## config.mk

```make
export PLATFORM = sky130hd
export DESIGN_NAME = arb4_grant_ctrl
export DESIGN_NICKNAME = d
export VERILOG_FILES = /design/src/rtl/arb4_grant_ctrl.sv
export SDC_FILE = /design/constraint.sdc
export NUM_CORES = 1
export LEC_CHECK = 0
export CORE_MARGIN = 4
export CORE_UTILIZATION = 55
export CTS_BUF_LIST = sky130_fd_sc_hd__clkbuf_2 sky130_fd_sc_hd__clkbuf_4 sky130_fd_sc_hd__clkbuf_8
export CTS_CLUSTER_DIAMETER = 30
export CTS_CLUSTER_SIZE = 10
export DETAILED_ROUTE_END_ITERATION = 12
export PLACE_DENSITY = 0.8
export SETUP_SLACK_MARGIN = 0.4
export SLEW_MARGIN = 20
export SYNTH_ARGS = -nofsm -noshare
export SYNTH_HDL_FRONTEND = slang
export SYNTH_SLANG_ARGS = --single-unit
```

## constraint.sdc

```tcl
create_clock -name clk -period 5.45 [get_ports clk]
set_input_delay 1.635 -clock clk [delete_from_list [all_inputs] [get_ports clk]]
set_output_delay 1.635 -clock clk [all_outputs]
set_load 0.02 [all_outputs]
```

## src/rtl/arb4_grant_ctrl.sv

```systemverilog
// arb4_grant_ctrl: four-requester arbiter with fixed-priority or round-robin
// selection, a registered one-hot grant, and a hold-time limit per grant.
module arb4_grant_ctrl #(
  parameter int unsigned HOLD_MAX = 15,
  parameter int unsigned CW       = 8
) (
  input  logic       clk,
  input  logic       rst_n,
  input  logic [3:0] req,
  input  logic       mode,
  input  logic       done,
  output logic [3:0] gnt,
  output logic [1:0] gnt_id,
  output logic       gnt_vld
);

  localparam logic [CW-1:0] HOLD_LAST = CW'(HOLD_MAX - 1);
  localparam logic [CW-1:0] CNT_SAT   = {CW{1'b1}};

  typedef enum logic {
    IDLE  = 1'b0,
    GRANT = 1'b1
  } state_t;

  state_t        state, state_d;
  logic [3:0]    gnt_d;
  logic [1:0]    gnt_id_d;
  logic          gnt_vld_d;
  logic [CW-1:0] cnt, cnt_d;
  logic [1:0]    last, last_d;
  logic [1:0]    win_fix, win_rr, win, idx;
  logic          found;
  logic          rel;

  // Winner candidates: highest set index, and first set index after last (wrapping)
  always_comb begin
    win_fix = 2'd0;
    for (int i = 0; i < 4; i++) begin
      if (req[i]) win_fix = 2'(i);
    end
    win_rr = 2'd0;
    found  = 1'b0;
    idx    = 2'd0;
    for (int k = 1; k <= 4; k++) begin
      idx = last + 2'(k);
      if (!found && req[idx]) begin
        win_rr = idx;
        found  = 1'b1;
      end
    end
    win = mode ? win_rr : win_fix;
  end

  // Next-state and next-output logic
  always_comb begin
    state_d   = state;
    gnt_d     = gnt;
    gnt_id_d  = gnt_id;
    gnt_vld_d = gnt_vld;
    cnt_d     = cnt;
    last_d    = last;
    rel       = done || !req[gnt_id] || (cnt == HOLD_LAST);
    case (state)
      IDLE: begin
        if (req != 4'b0000) begin
          state_d   = GRANT;
          gnt_d     = 4'b0001 << win;
          gnt_id_d  = win;
          gnt_vld_d = 1'b1;
          last_d    = win;
          cnt_d     = '0;
        end
      end
      GRANT: begin
        if (rel) begin
          state_d   = IDLE;
          gnt_d     = 4'b0000;
          gnt_vld_d = 1'b0;
        end else if (cnt != CNT_SAT) begin
          cnt_d = cnt + CW'(1);
        end
      end
      default: begin
        state_d   = IDLE;
        gnt_d     = 4'b0000;
        gnt_vld_d = 1'b0;
      end
    endcase
  end

  // State and output registers; reset restarts round-robin from index 0
  always_ff @(posedge clk or negedge rst_n) begin
    if (!rst_n) begin
      state   <= IDLE;
      gnt     <= 4'b0000;
      gnt_id  <= 2'b00;
      gnt_vld <= 1'b0;
      cnt     <= '0;
      last    <= 2'd3;
    end else begin
      state   <= state_d;
      gnt     <= gnt_d;
      gnt_id  <= gnt_id_d;
      gnt_vld <= gnt_vld_d;
      cnt     <= cnt_d;
      last    <= last_d;
    end
  end

endmodule

```

==> flow_metrics.tcl <==
set metrics [dict create \
    cp_num_buf_inv 1 \
    max-clock-path-buffers 2 \
    grt_first_pass_wirelength_um 4409 \
    rsz0062_at_grt "no" \
    grt_max_degree 19 \
    synth_xor_area_frac 0 \
    antennaDiodeCount 0 \
    numPlacedInstances 152 \
    synth_cell_types 45 \
    coreArea_mm2 0.001821 \
    cts_hold_buf 0 \
    netlist_area_mm2 0.001105 \
    die_w_um 52.82 \
    yosys.area_share.simple 0.2525 \
    r2r_end "gnt[3]" \
    power_density_mw_per_mm2 446.1 \
    ioPinCount 15 \
    vias_per_cell 6.423 \
    htree_num_levels 1 \
    setup_violations 0 \
    min_to "last[0]" \
    outcome "complete, no violations" \
    ys_seq_elements 18 \
    hold_class "reg -> reg" \
    dr.pass1.iters 5 \
    cap_violations 0 \
    wire_per_inst_um 16.88 \
    fin_crit_sh 0.5833 \
    grt_pass1_vias 940 \
    critPathMaxFanout 8 \
    synthAdderAreaFrac 0.02265 \
    ys_seq_area_frac 0.4100 \
    dp_hpwl_um 2005 \
    start_util 0.6069 \
    synth.avg_cell_area_um2 9.443 \
    power.total_uw 578.2 \
    cts_made_buffers 3 \
    cts_tree "built" \
    fmax_mhz 314.6 \
    clock_latency_ps 300 \
    fin_cells 156 \
    rr_worst_depth 6 \
    cp_slowest_stage_delay_ps 610 \
    clock_sinks 18 \
    muxShareOfSynthArea 0.03624 \
    cts.repair.resized 0 \
    min_path_cells 2 \
    r2r-start "cnt[0]" \
    final_cell_mix "16 x dfrtp_1, 14 x clkdlybuf4s50_1, 11 x inv_1, 11 x nand2_1, 5 x a21oi_1" \
    endpoint_kind "flip-flop" \
    die_area_mm2 0.002790 \
    synth_edf_count 0 \
    dieHeight_um 52.82 \
    drt_first_iter_violations 40 \
    final_nets 142 \
    track_usage 0.2186 \
    critical-path-top-delay-family "buffers and inverters" \
    gp_congestion 0.9472 \
    synth_top_family_by_area "simple AND/OR/NAND/NOR gates" \
    grt.overflow.total 0 \
    start_kind "primary input" \
    drive_gt1_frac 0.1069 \
    vdd_drop_max_uv 306.3 \
    wirelength_um 2634 \
    finalHoldViolCount 0 \
    slowest_stage "clkdlybuf4s50_1" \
    cts_setup_buffers 0 \
    area_delta_synth_final_pct 17.33 \
    synth-compound-area-share 0.2265 \
    tns_ps 0 \
    postRouteAntennaNets 0 \
    vias 1002 \
    period_minus_slack_ps 3179 \
    fillers 150 \
    cp_cell_sequence "clkdlybuf4s50_1 > nor4_1 > nor2_1 > o21ai_0 > o32ai_1" \
    clockRootBuffer "clkbuf_4" \
    numPortBuffers 14 \
    yosysWarnings 0 \
    p_leak_nw 0.5331 \
    antenna_found_initial 0 \
    rows 15 \
    crit_type "in -> reg" \
    r2r_slack_ps 3320 \
    clkTransAtPathRegs_ps 90 \
    min_from "last[0]" \
    synth_cells 117 \
    slew_violations 0 \
    cp.required_ps 5650 \
    worstMarginPinSlew_ps 783.3 \
    synth_ff_type "dfrtp_1" \
    layout_commonest_cell "dfrtp_1" \
    syn_nets 127 \
    max-slew-margin-rel 0.4762 \
    clock_skew_ps 4.526 \
    remaining_drc_errors 0 \
    async_reset_ff_frac 1.000 \
    worstPathArrival_ps 3380 \
]
-- stage by stage --
stage	utilization	area [um2]	hold slack, ps	setup slack (ps)
3_5_place_dp	0.6921	1260	492.6	1976
4_1_cts	0.7120	1296	507.3	2296
6_report	0.7120	1296	506.4	2271
2_1_floorplan	-	1105	462.5	2572
5_1_grt	0.7120	1296	540.7	2110
3_3_place_gp	0.6921	1260	486.8	2058
-- sequential cells by signal (all words and copies together) (netlist names) --
| signal | count |
|---|---|
| gnt_vld | 1 |
| gnt | 4 |
| state | 1 |
| gnt_id | 2 |
| last | 2 |
| cnt | 8 |
-- Yosys cell counts, types with 2 or more instances --
cell type	instances	area [um2]
dfrtp_1	16	400.4
inv_1	11	41.29
nand2_1	11	41.29
a21oi_1	5	25.02
mux2i_1	4	40.04
nor2_1	4	15.01
o21ai_0	4	20.02
o32ai_1	4	35.03
and2_1	3	18.77
and4_1	3	26.28
clkbuf_1	3	11.26
nand2b_1	3	18.77
nor2b_1	3	18.77
nor3_1	3	15.01
o31ai_1	3	22.52
a311oi_1	2	17.52
a31oi_1	2	12.51
dfstp_2	2	52.55
ha_1	2	25.02
nand3_1	2	10.01
nor4_1	2	12.51
or2_2	2	12.51
-- cell type report --
cell class,count,area [um2],area share
sequential,18,452.9,0.3494
multi-input combinational,84,594.3,0.4585
tap,25,31.28,0.02413
timing repair buffer,14,140.1,0.1081
clock buffer,4,36.28,0.02799
inverter,11,41.29,0.03185
-- report_power, final --
part,total [mW],internal [mW],switching (mW)
clock network,0.0816,0.0408,0.0408
logic,0.270,0.117,0.153
registers,0.227,0.181,0.0460
-- tightest hold or removal path: cells and delay by family (launching register included) --
| kind | cells | cell delay [ps] |
|---|---|---|
| AOI/OAI and AO/OA | 1 | 60 |
| and+or+nand+nor | 1 | 50 |
| DFF | 1 | 390 |
-- kinds of logic (layout without fill, tap and decap cells) --
family          count (synthesis)  after routing
compound gates                 32             32
fa+ha+maj                       2              2
buf+inv                        15             29
flops                          18             18
mux                             4              4
simple gates                   46             46
-- how the worst max path moves through the flow --
stage	to	slack, ps	from	cells past startpoint
after floorplan	cnt[1]	2570	req[1]	5
after global placement	cnt[5]	2060	req[1]	5
after detailed placement	cnt[4]	1980	req[1]	5
after CTS	cnt[4]	2300	req[1]	5
after global routing	cnt[5]	2110	req[1]	5
final	gnt[0]	2270	req[3]	5
-- metal layers --
| metal | vias up | wire length [um] | track usage |
|---|---|---|---|
| met2 | 38 | 1201 | 0.3182 |
| met3 | 9 | 161 | 0.04274 |
| met5 | - | 0 | 0 |
| met4 | 0 | 60 | 0.08085 |
| met1 | 489 | 1211 | 0.3172 |
| li1 | 466 | - | - |
Power figures use the tool's default switching activity.
==> edit 1, RTL diff (same settings) <==
`CW`: 8 -> 9.
--- a/src/rtl/arb4_grant_ctrl.sv
+++ b/src/rtl/arb4_grant_ctrl.sv
@@ -3,5 +3,5 @@
 module arb4_grant_ctrl #(
   parameter int unsigned HOLD_MAX = 15,
-  parameter int unsigned CW       = 8
+  parameter int unsigned CW       = 9
 ) (
   input  logic       clk,
Function: same outputs for any inputs over 10 cycles, from zero or initial values and one cycle with rst_n low; that may be too few to reach the edited logic, so the function may still have changed.
==> edit 1 against the original RTL <==
  * Total power decreased by 7.5%
  * Sequential cell count increased by 1
  * Wire length decreased by 11%
  * Maximum frequency shrank 6.6%
  * Final area decreased by 2.8%
  * Hold slack better by 0.0013 ns
  * Setup slack lost 0.23 ns
  * Synthesized cell count fell by 4.3%
  * Area after synthesis is 2.5% lower
  * Largest power group is now registers
==> edit 1: results (changes against the original RTL) <==
[timing]
clock_skew_ns=0.00144  ; was 0.00453 ns
holdWs_ns=0.508  ; was 0.506 ns
worst-slew-pin-transition_ns=0.851  ; was 0.783 ns

[clock_network]
cts_max_level=1  ; unchanged
cts_made_buffers=3  ; unchanged
clk_pin_slew_ns=0.11  ; was 0.09 ns
clock_latency_ns=0.29
clk_path_buf_depth=2  ; unchanged
cts_resized=0  ; unchanged
post_cts.repair.setup_buffers=0  ; unchanged
root_buffer=clkbuf_4  ; unchanged

[global_route]
gr-usage-all-layers_pct=20.0  ; was 21.9%
grt_pass1_wl_mm=3.87  ; was 4.41 mm
grt_pass1_vias=856  ; was 940
grt_max_degree=20  ; was 19
antenna_found_initial=0  ; unchanged

[layout]
nets=139  ; was 142
largestRegisters=cnt: 9 flops, gnt: 4 flops  ; was cnt: 8 flops, gnt: 4 flops
antennaDiodeCount=0  ; unchanged
drive_gt1_share_pct=11.0  ; was 10.7%

[worst_setup_path]
max_stage_delay_ns=0.65  ; was 0.61 ns
crit_fanout=12  ; was 8
crit_slowest_cell=nor4_1  ; was clkdlybuf4s50_1
worst-r2r-setup-slack_ns=3.30  ; was 3.32 ns
critPathTopFamily=simple AND/OR/NAND/NOR gates  ; was buffers and inverters
arrival_ns=3.60  ; was 3.38 ns

[outcome]
status=completed  ; unchanged

[synthesis]
synth_cell_types=40  ; was 45
synth-edff-count=0  ; unchanged
async_flop_share_pct=100  ; unchanged
ys_top_cells_by_count=nand2_1 (20), dfrtp_1 (17), o21ai_0 (10), nor2_1 (7), nand3_1 (6)  ; was dfrtp_1 (16), inv_1 (11), nand2_1 (11), a21oi_1 (5)
yosys_warnings=0  ; unchanged
synth.yosys.seq_area_share_pct=44.4  ; was 41.0%
synth_nets=123  ; was 127
synthTopCellsByArea=dfrtp_1 (39%), nand2_1 (7.0%), dfstp_2 (4.9%), o21ai_0 (4.6%), ha_1 (3.5%)  ; was dfrtp_1 (36%), dfstp_2 (4.8%), inv_1 (3.7%), nand2_1 (3.7%), mux2i_1 (3.6%)

[power_and_ir_drop]
power.leakage_nw=0.537  ; was 0.533 nW
ir_drop_mv=0.320  ; was 0.306 mV

[place]
place.detailed.hpwl_mm=1.78  ; was 2.00 mm
routabilityCongestion=0.839  ; was 0.947
port_buffers=14  ; unchanged

[detailed_routing]
wl_per_cell_microns=15.5  ; was 16.9 microns
vias=894  ; was 1,002
drtIter0Drc=29  ; was 40
firstDrtPassIters=4  ; was 5

[hold_path]
hold_class=reg -> reg  ; unchanged

## edit 1: cell types whose count changed after synthesis, sizes merged, moves of 3 or more
cell    unedited run  this run
nand3              2         6
o32ai              4         0
nand4              0         3
nand2             11        20
o21ai              4        11
and2               3         0
nand2b             3         0
inv               11         3
mux2i              4         1
nor2               4         7
## edit 1: cell type report
cell class	count	area, sq um
multi-input cells	87	572
fillers	149	523
flip-flops and latches	19	478
repair buffers	14	140
well taps	25	31.3
clock buffers	3	22.5
inverters	3	11.3
clock inverters	1	5.00
## edit 1: per-stage QoR
step	setup WS [ns]	instances	area [sq um]
finish	2.04	152	1260
global route	1.96	152	1260
CTS	2.09	152	1260
detailed placement	1.77	148	1230
floorplan	2.56	112	1080
global placement	1.84	148	1230
## edit 1: report_power, final
part	internal (mW)	switching, mW
combinational	0.101	0.126
clock	0.0273	0.0432
sequential	0.187	0.0499
total	0.315	0.220
## edit 1: logic make-up (layout without fill, tap and decap cells)
group                    Yosys count  count (layout)  share of synthesized area [%]
XOR/XNOR                           3               3                           2.44
multiplexers                       2               2                           3.02
adder cells (fa/ha/maj)            3               3                           3.48
AND/OR/NAND/NOR                   52              52                           25.7
buffers and inverters              6              21                           2.55
AO/OA/AOI/OAI                     27              27                           18.5
flip-flops                        19              19                           44.4
## edit 1: final timing paths
path,from,cells past startpoint,endpoint
min in group asynchronous,rst_n,1,state
setup reg to reg,cnt[0],8,cnt[5]
max in group asynchronous,rst_n,1,gnt[3]
setup / recovery,req[3],5,gnt[0]
hold / removal,gnt[2],2,gnt[2]
hold reg to reg,gnt[2],2,gnt[2]
## edit 1: per-layer routing
layer	up-vias	part of all wire [%]	global-route usage, %
met5	-	0	0
met2	28	46	29.3
met4	0	1.2	10.2
met1	428	49	28.9
li1	436	-	-
met3	2	3.8	2.56
==> edit 2, RTL diff (same settings) <==
Without the edit above. Reset style: synchronous (`rst_n`), changed in one clocked block.
--- a/src/rtl/arb4_grant_ctrl.sv
+++ b/src/rtl/arb4_grant_ctrl.sv
@@ -90,5 +90,5 @@
 
   // State and output registers; reset restarts round-robin from index 0
-  always_ff @(posedge clk or negedge rst_n) begin
+  always_ff @(posedge clk) begin
     if (!rst_n) begin
       state   <= IDLE;
Formal check against the unedited RTL: differs if rst_n is asserted again (counterexample within 4 cycles, from zero or initial values and one cycle with rst_n low); with rst_n held inactive, the same outputs for 10 cycles.
==> edit 2 against the original RTL <==
  * Sequential cell count unchanged
  * Wire length down 16%
  * Core utilization down 1.5 points
  * Via count down 4.6%
  * Final area down 5.1%
  * Setup slack better by 0.022 ns
  * Area after synthesis down 4.8%
  * Critical path depth down 1
  * Sequential share of layout area down 5.6 points
  * Die area down 4.0%
  * Critical path type unchanged
  * Highest routed layer unchanged
Power is not compared: it rests on default switching activity, and its combinational part moved more than twofold at a synthesized area within 25%.
==> edit 2: results (changes against the original RTL) <==
[clock_network]
post_cts.repair.setup_buffers=0  ; unchanged
clk_path_buf_depth=2  ; unchanged
cts_made_buffers=3  ; unchanged
root_buffer=clkbuf_4  ; unchanged
cts_max_level=1  ; unchanged
clock_latency_ns=0.29

[global_route]
gr-usage-all-layers_pct=20.4  ; was 21.9%
grt_pass1_wl_mm=4.13  ; was 4.41 mm
grt_pass1_vias=900  ; was 940
grt_max_degree=18  ; was 19

[layout]
largestRegisters=cnt: 8 flops, gnt: 4 flops  ; unchanged
drive_gt1_share_pct=11.5  ; was 10.7%
nets=141  ; was 142
num-fill-cells=152  ; was 150

[timing]
worst-slew-pin-transition_ns=0.637  ; was 0.783 ns
clock_skew_ns=0.00669  ; was 0.00453 ns

[place]
place.detailed.hpwl_mm=1.73  ; was 2.00 mm
routabilityCongestion=0.839  ; was 0.947

[worst_setup_path]
crit_fanout=17  ; was 8
reg2regPathDepth=6  ; unchanged
arrival_ns=3.38  ; about the same

[synthesis]
ys_top_cells_by_count=dfxtp_1 (18), nand2_1 (10), inv_1 (9), nand3_1 (7)  ; was dfrtp_1 (16), inv_1 (11), nand2_1 (11), a21oi_1 (5)
synth.yosys.seq_area_share_pct=34.2  ; was 41.0%
synthFlopType=dfxtp_1  ; was dfrtp_1
yosys_warnings=0  ; unchanged
async_flop_share_pct=0  ; was 100%
synthTopCellsByArea=dfxtp_1 (34%), o2111ai_4 (5.0%), mux2i_1 (3.8%), nand2_1 (3.6%), o211ai_1 (3.6%)  ; was dfrtp_1 (36%), dfstp_2 (4.8%), inv_1 (3.7%), nand2_1 (3.7%), mux2i_1 (3.6%)
synth_nets=126  ; was 127
synth_cell_types=41  ; was 45
synth.top_cell.area_share_pct=34.2  ; was 36.2%

[hold_path]
hold_class=reg -> reg  ; unchanged
holdPathStages=2  ; unchanged

[power_and_ir_drop]
power.leakage_nw=0.420

[detailed_routing]
vias=956  ; was 1,002
wirelength_mm=2.22  ; was 2.63 mm
drtIter0Drc=33  ; was 40
firstDrtPassIters=5  ; unchanged

[outcome]
status=completed  ; unchanged

## edit 2: changes by cell type after synthesis, moves of 3 or more
cell       before  now
a211oi_1        1    4
and4_1          3    0
dfrtp_1        16    0
dfxtp_1         0   18
nand3_1         2    7
nor2b_1         3    0
o2111ai_1       0    3
o211ai_1        1    5
## edit 2: kinds of logic (layout without fill, tap and decap cells)
| kind of cell | Yosys count | in the layout | share of synthesized area, % |
|---|---|---|---|
| flip-flops | 18 | 18 | 34.2 |
| adder cells (fa/ha/maj) | 2 | 2 | 2.38 |
| AO/OA/AOI/OAI | 41 | 41 | 32.3 |
| AND/OR/NAND/NOR | 37 | 37 | 19.0 |
| multiplexers | 5 | 5 | 5.95 |
| buffers and inverters | 13 | 27 | 6.06 |
## edit 2: worst max-delay path: stages
cell,delay [ns]
clkdlybuf4s50_1,0.84
o21ai_0,0.41
or2_2,0.38
mux2i_1,0.12
## edit 2: final timing paths
| check | from | end | slack [ns] |
|---|---|---|---|
| min | gnt[0] | gnt[0] | 0.47 |
| max reg2reg | cnt[0] | cnt[5] | 3.71 |
| max | rst_n | cnt[5] | 2.29 |
| min reg2reg | gnt[0] | gnt[0] | 0.47 |
## edit 2: layer usage
layer / wire length, microns / global-route usage [%] / vias to the layer above
li1: - / - / 477
met3: 191 / 6.02 / 4
met4: 33 / 5.68 / 0
met1: 1020 / 29.3 / 434
met2: 976 / 29.2 / 41
met5: 0 / 0 / -
## edit 2: final cells by class
type	count	area share (%)
Multi-Input combinational cell	85	51.1
Sequential cell	18	29.3
Timing Repair Buffer	14	11.4
Clock buffer	4	2.95
Inverter	9	2.75
Tap cell	25	2.54
## edit 2: report_power, final
group          leakage, nW  internal [mW]  total (mW)  switching, mW
sequential           0.147          0.139       0.147        0.00713
clock               0.0210         0.0407      0.0812         0.0405
combinational        0.252         0.0279      0.0628         0.0349
## edit 2: through the flow
step           cell area, sq um  cells  setup WS (ns)  utilization [%]
2_1_floorplan              1050    116           2.74                -
3_3_place_gp               1190    151           2.00             67.7
3_5_place_dp               1190    151           1.99             67.7
4_1_cts                    1230    155           2.29             69.7
5_1_grt                    1230    155           2.12             69.7
6_report                   1230    155           2.29             69.7
